===== config.mk =====
export PLATFORM = sky130hd
export DESIGN_NAME = pe_simple_top_flat
export DESIGN_NICKNAME = d
export VERILOG_FILES = /design/src/rtl/pe_simple_top_if.sv /design/src/rtl/pe_simple_top.sv /design/src/flat_wrapper.sv
export SDC_FILE = /design/constraint.sdc
export NUM_CORES = 2
export LEC_CHECK = 0
export BUFFER_PORTS_ARGS = -buffer_cell sky130_fd_sc_hd__buf_2
export CORE_ASPECT_RATIO = 1.2
export CORE_MARGIN = 3
export CORE_UTILIZATION = 30
export CTS_CLUSTER_SIZE = 24
export DETAILED_ROUTE_END_ITERATION = 7
export PLACE_DENSITY = 0.43
export SYNTH_ARGS = -nofsm -noshare
export SYNTH_HDL_FRONTEND = slang
export SYNTH_SLANG_ARGS = --single-unit

===== constraint.sdc =====
create_clock -name clk -period 24 [get_ports clk]
set_clock_uncertainty 0.2 [all_clocks]
set_input_delay 4.8 -clock clk [delete_from_list [all_inputs] [get_ports clk]]
set_output_delay 4.8 -clock clk [all_outputs]
set_load 0.005 [all_outputs]

===== src/rtl/pe_simple_top_if.sv =====
// Request/response bundle of the PE wrapper: opcode/operands in, registered
// result out, plus the register-file side write port and its two read ports.
interface pe_simple_top_if;
  logic [31:0] test_opcode;
  logic [31:0] test_op1;
  logic [31:0] test_op2;
  logic [31:0] test_op3;
  logic        test_valid;
  logic [31:0] test_result;
  logic        test_valid_out;
  logic [31:0] rf_r1;
  logic [31:0] rf_r2;
  logic [4:0]  rf_wr_addr;
  logic [31:0] rf_wr_data;
  logic        rf_wr_en;

  modport master (
    output test_opcode, test_op1, test_op2, test_op3, test_valid,
    output rf_wr_addr, rf_wr_data, rf_wr_en,
    input  test_result, test_valid_out, rf_r1, rf_r2
  );

  modport slave (
    input  test_opcode, test_op1, test_op2, test_op3, test_valid,
    input  rf_wr_addr, rf_wr_data, rf_wr_en,
    output test_result, test_valid_out, rf_r1, rf_r2
  );
endinterface


===== src/rtl/pe_simple_top.sv =====
// Single-issue PE: ALU, activation/MAC and compare units feeding a registered
// result, with a 32x32 register file written by write-back or external data.
module pe_simple_top (
  input logic             clk,
  input logic             rst,
  pe_simple_top_if.slave  bus
);

  localparam logic [6:0] CLS_ALU = 7'b0000001;
  localparam logic [6:0] CLS_ACT = 7'b0000010;
  localparam logic [6:0] CLS_CMP = 7'b0010000;

  logic [6:0]  cls_s;
  logic [4:0]  func_s;
  logic [4:0]  rs1_s;
  logic        unused_bits_s;
  logic [31:0] result_d;
  logic [31:0] result_q;
  logic        valid_out_q;
  logic [31:0] rf_q [32];

  function automatic logic [31:0] alu_f(input logic [4:0] fn, input logic [31:0] a,
                                        input logic [31:0] b);
    logic [31:0] r;
    case (fn)
      5'd1:    r = a + b;
      5'd2:    r = a - b;
      5'd3:    r = a * b;
      5'd4:    r = a & b;
      5'd5:    r = a | b;
      5'd6:    r = a ^ b;
      5'd7:    r = a << b[4:0];
      5'd8:    r = a >> b[4:0];
      5'd9:    r = $unsigned($signed(a) >>> b[4:0]);
      default: r = 32'd0;
    endcase
    return r;
  endfunction

  // Activation/MAC operands are interpreted as signed two's complement.
  function automatic logic [31:0] act_f(input logic [4:0] fn, input logic [31:0] a,
                                        input logic [31:0] b, input logic [31:0] c);
    logic [31:0] r;
    case (fn)
      5'd11:   r = a[31] ? 32'd0 : a;
      5'd12:   r = ($signed(a) > $signed(b)) ? a : b;
      5'd13:   r = ($signed(a) < $signed(b)) ? a : b;
      5'd14:   r = a * b + c;
      default: r = 32'd0;
    endcase
    return r;
  endfunction

  function automatic logic [31:0] cmp_f(input logic [4:0] fn, input logic [31:0] a,
                                        input logic [31:0] b);
    logic bit_s;
    logic hit_s;
    hit_s = 1'b1;
    case (fn)
      5'd1:    bit_s = (a == b);
      5'd2:    bit_s = (a != b);
      5'd3:    bit_s = ($signed(a) < $signed(b));
      5'd4:    bit_s = (a < b);
      5'd5:    bit_s = ($signed(a) >= $signed(b));
      default: begin
        bit_s = 1'b0;
        hit_s = 1'b0;
      end
    endcase
    return {31'd0, bit_s & hit_s};
  endfunction

  assign cls_s  = bus.test_opcode[26:20];
  assign func_s = bus.test_opcode[19:15];
  assign rs1_s  = bus.test_opcode[14:10];
  // rs2/rd and the top bits carry no meaning here; operands come from test_op*.
  assign unused_bits_s = ^{bus.test_opcode[31:27], bus.test_opcode[9:0]};

  // Result selection by instruction class.
  always_comb begin
    result_d = 32'd0;
    case (cls_s)
      CLS_ALU: result_d = alu_f(func_s, bus.test_op1, bus.test_op2);
      CLS_ACT: result_d = act_f(func_s, bus.test_op1, bus.test_op2, bus.test_op3);
      CLS_CMP: result_d = cmp_f(func_s, bus.test_op1, bus.test_op2);
      default: result_d = 32'd0;
    endcase
  end

  // Result/valid registers and the register file; write-back beats external data.
  always_ff @(posedge clk) begin
    if (rst) begin
      result_q    <= 32'd0;
      valid_out_q <= 1'b0;
      for (int i = 0; i < 32; i++) begin
        rf_q[i] <= 32'd0;
      end
    end else begin
      valid_out_q <= bus.test_valid;
      if (bus.test_valid) begin
        result_q <= result_d;
      end else begin
        result_q <= result_q;
      end
      if (bus.rf_wr_en && (bus.rf_wr_addr != 5'd0)) begin
        rf_q[bus.rf_wr_addr] <= bus.test_valid ? result_d : bus.rf_wr_data;
      end
    end
  end

  assign bus.test_result    = result_q;
  assign bus.test_valid_out = valid_out_q;
  assign bus.rf_r1          = rf_q[bus.rf_wr_addr];
  assign bus.rf_r2          = rf_q[rs1_s];

endmodule


===== src/flat_wrapper.sv =====
// flat-port wrapper written by rule: the top's interface ports become plain ports
module pe_simple_top_flat 
  (clk, rst, bus_test_opcode, bus_test_op1, bus_test_op2, bus_test_op3, bus_test_valid, bus_rf_wr_addr, bus_rf_wr_data, bus_rf_wr_en, bus_test_result, bus_test_valid_out, bus_rf_r1, bus_rf_r2);
  pe_simple_top_if bus_i ();
  input logic clk;
  input logic rst;
  input wire logic [$bits(bus_i.test_opcode)-1:0] bus_test_opcode;
  input wire logic [$bits(bus_i.test_op1)-1:0] bus_test_op1;
  input wire logic [$bits(bus_i.test_op2)-1:0] bus_test_op2;
  input wire logic [$bits(bus_i.test_op3)-1:0] bus_test_op3;
  input wire logic [$bits(bus_i.test_valid)-1:0] bus_test_valid;
  input wire logic [$bits(bus_i.rf_wr_addr)-1:0] bus_rf_wr_addr;
  input wire logic [$bits(bus_i.rf_wr_data)-1:0] bus_rf_wr_data;
  input wire logic [$bits(bus_i.rf_wr_en)-1:0] bus_rf_wr_en;
  output wire logic [$bits(bus_i.test_result)-1:0] bus_test_result;
  output wire logic [$bits(bus_i.test_valid_out)-1:0] bus_test_valid_out;
  output wire logic [$bits(bus_i.rf_r1)-1:0] bus_rf_r1;
  output wire logic [$bits(bus_i.rf_r2)-1:0] bus_rf_r2;
  assign bus_i.test_opcode = bus_test_opcode;
  assign bus_i.test_op1 = bus_test_op1;
  assign bus_i.test_op2 = bus_test_op2;
  assign bus_i.test_op3 = bus_test_op3;
  assign bus_i.test_valid = bus_test_valid;
  assign bus_i.rf_wr_addr = bus_rf_wr_addr;
  assign bus_i.rf_wr_data = bus_rf_wr_data;
  assign bus_i.rf_wr_en = bus_rf_wr_en;
  assign bus_test_result = bus_i.test_result;
  assign bus_test_valid_out = bus_i.test_valid_out;
  assign bus_rf_r1 = bus_i.rf_r1;
  assign bus_rf_r2 = bus_i.rf_r2;
  pe_simple_top u_core (.clk(clk), .rst(rst), .bus(bus_i));
endmodule

==> results.cfg <==
[global_routing]
grt_overflow = 0
grt_max_degree = 113
grt_pass1_vias = 63200
grt_pass1_wl_um = 519000
antenna_found_initial = 27
grt_usage = 0.278

[clocking]
cts_resized = 0
insertion_delay_ns = 0.71
clk_pin_slew_ns = 0.06
cts_buffer_depth = 3
clock-sinks = 1057
cts_root_buffer = clkbuf_16
cts_tree = built
post_cts_buffers = 0
cts_max_level = 3
numCtsBuffers = 103
cts.hold.buffers_added = 0

[route]
drt-initial-drc-count = 6621
wl_per_cell_um = 36.9
first_pass_iters = 5
via_count = 61200
wirelength_um = 382000
vias_per_cell = 5.92
drc = 0
drtAntennaViolNets = 0

[logic_synthesis]
synth_top_cell_by_area = edfxtp_1
synth_seq_area_share = 0.397
ys_types = 98
postSynthAreaPerCell_um2 = 11.6
synthCells = 6848
synthArstFlopShare = 0
ys.flop_type = edfxtp_1
ys_ff_latch = 1057
synthTopCellsByCount = nor2_1, edfxtp_1, mux4_2, inv_1, nand2_1
synth_edf_count = 1024
syn_area_um2 = 79100
synth.top_cell.area_share = 0.389
yosysWarnings = 0
netlist_top_cells_area = edfxtp_1, mux4_2, fa_1, nor2_1, ha_1
synth.most_common_cell = nor2_1

[cells_and_area]
multi_input_area_um2 = 43800
seq_area_um2 = 31400
fin_nets = 7670
post-route-cell-area_um2 = 87800
nFillCells = 26100
drive_gt1_frac = 0.209
syn2layout_area_growth_pct = 11.0

[sta]
fmax_ghz = 0.0588
setup_tns_ns = 0
finalCritPeriodShare = 0.709
fin_crit_ns = 17.00
worst_pin_slew_ns = 1.33
maxSlewHeadroom = 0.114
layout_setup_ws_ns = 7.00
setup_viol = 0
rsz0062_at_grt = false
timing.final.hold_violations = 0
finalMaxSlewViolations = 0

[critical_path]
startpoint_type = input pin
cp_max_fo = 31
arrival_ns = 17.24
crit_top_cell = fa_1
required_ns = 24.24
cp_slowest_cell = clkinv_1
critPathMaxStageDelay_ns = 1.06
path_class = input pin to flip-flop
setup.worst_path.end_class = flip-flop

[run]
cap_violations = 0

[floorplan]
die_w_um = 475
die_h_um = 569
die_area_um2 = 270000
core_region_area_um2 = 261000
rows = 205
start_util = 0.303
ioPinCount = 266

[placed_design]
place_congestion = 0.951
numPortBuffers = 250
placed_area_um2 = 84300
dp_slack_ns = 6.54
hpwl_um = 249000

[outcome]
status = finished, final reports clean

[hold_path]
hold_class = flip-flop to flip-flop
[placed cells by master, fill, tap and decap left out, drive strengths merged, types with 17 or more instances in the layout]
| master | count |
|---|---|
| or3 | 17 |
| o21ai | 157 |
| nand2 | 457 |
| o211ai | 21 |
| ha | 251 |
| mux2 | 48 |
| a221oi | 49 |
| nor2 | 1473 |
| inv | 510 |
| conb | 32 |
| fa | 411 |
| a21o | 49 |
| mux4 | 617 |
| nor2b | 26 |
| a31oi | 23 |
| o31ai | 22 |
| clkbuf | 127 |
| buf | 455 |
| xnor2 | 103 |
| o21a | 21 |
| xor2 | 32 |
| nor3 | 70 |
| mux2i | 45 |
| a22oi | 173 |
| nand4 | 45 |
| a211oi | 37 |
| a21oi | 189 |
| dfxtp | 33 |
| clkinv | 56 |
| nand2b | 17 |
| nand3 | 31 |
| o221ai | 27 |
| edfxtp | 1024 |
[registers in the layout, indices dropped and copies added, names as in the netlist]
name	count
u_core.bus.test_result	32
u_core.rf_q	1024
u_core.bus.test_valid_out	1
[kinds of logic (layout without fill, tap and decap cells)]
| logic type | Yosys count | count (layout) | share of synthesized area |
|---|---|---|---|
| simple gates | 2209 | 2209 | 0.114 |
| buf+inv | 1120 | 1166 | 0.0557 |
| flops | 1057 | 1057 | 0.397 |
| compound gates | 952 | 952 | 0.0859 |
| mux | 710 | 710 | 0.188 |
| fa+ha+maj | 662 | 662 | 0.144 |
| xor+xnor | 137 | 137 | 0.0155 |
| other cells | 1 | 44 | 0.0000474 |
[critical path: cells and delay by family]
kind	cells	cell delay (ns)
adders and majority gates	10	4.17
buffers and inverters	9	2.37
AOI/OAI and AO/OA	9	2.29
and+or+nand+nor	8	2.22
xor gates and xnor gates	3	1.27
[stage by stage]
step,hold slack (ns),std cells,utilization
6_report,0.274,10400,0.336
5_1_grt,0.308,10300,0.336
4_1_cts,0.278,10300,0.336
3_5_place_dp,0.259,10100,0.323
3_3_place_gp,0.260,10100,0.323
2_1_floorplan,0.249,6879,-
[cell type report]
class / instances / area share
multi-input combinational: 4702 / 0.499
sequential: 1057 / 0.358
clock inverter: 64 / 0.00802
tap: 3415 / 0.0487
inverter: 520 / 0.0222
clock buffer: 127 / 0.0307
timing repair buffer: 455 / 0.0327
antenna: 12 / 0.000342
[path summary, 6_finish.rpt]
path                                   start                    endpoint  slack, ns  cells past startpoint
setup reg to reg  u_core.bus.test_result[23]  u_core.bus.test_result[23]      22.90                      1
setup / recovery             bus_test_op1[5]         u_core.rf_q[22][31]       7.00                     39
hold / removal     u_core.bus.test_result[3]   u_core.bus.test_result[3]       0.27                      2
hold reg to reg    u_core.bus.test_result[3]   u_core.bus.test_result[3]       0.27                      2
[routing by layer]
metal	track usage	vias up	part of all wire
li1	-	24700	-
met1	0.323	32500	0.36
met2	0.483	3139	0.50
met3	0.0464	857	0.073
met4	0.156	6	0.067
met5	0	-	0.00011
Power is left out: the tool's default activity adds up to more than one toggle a clock period on the data nets, which glitch-free logic cannot reach.
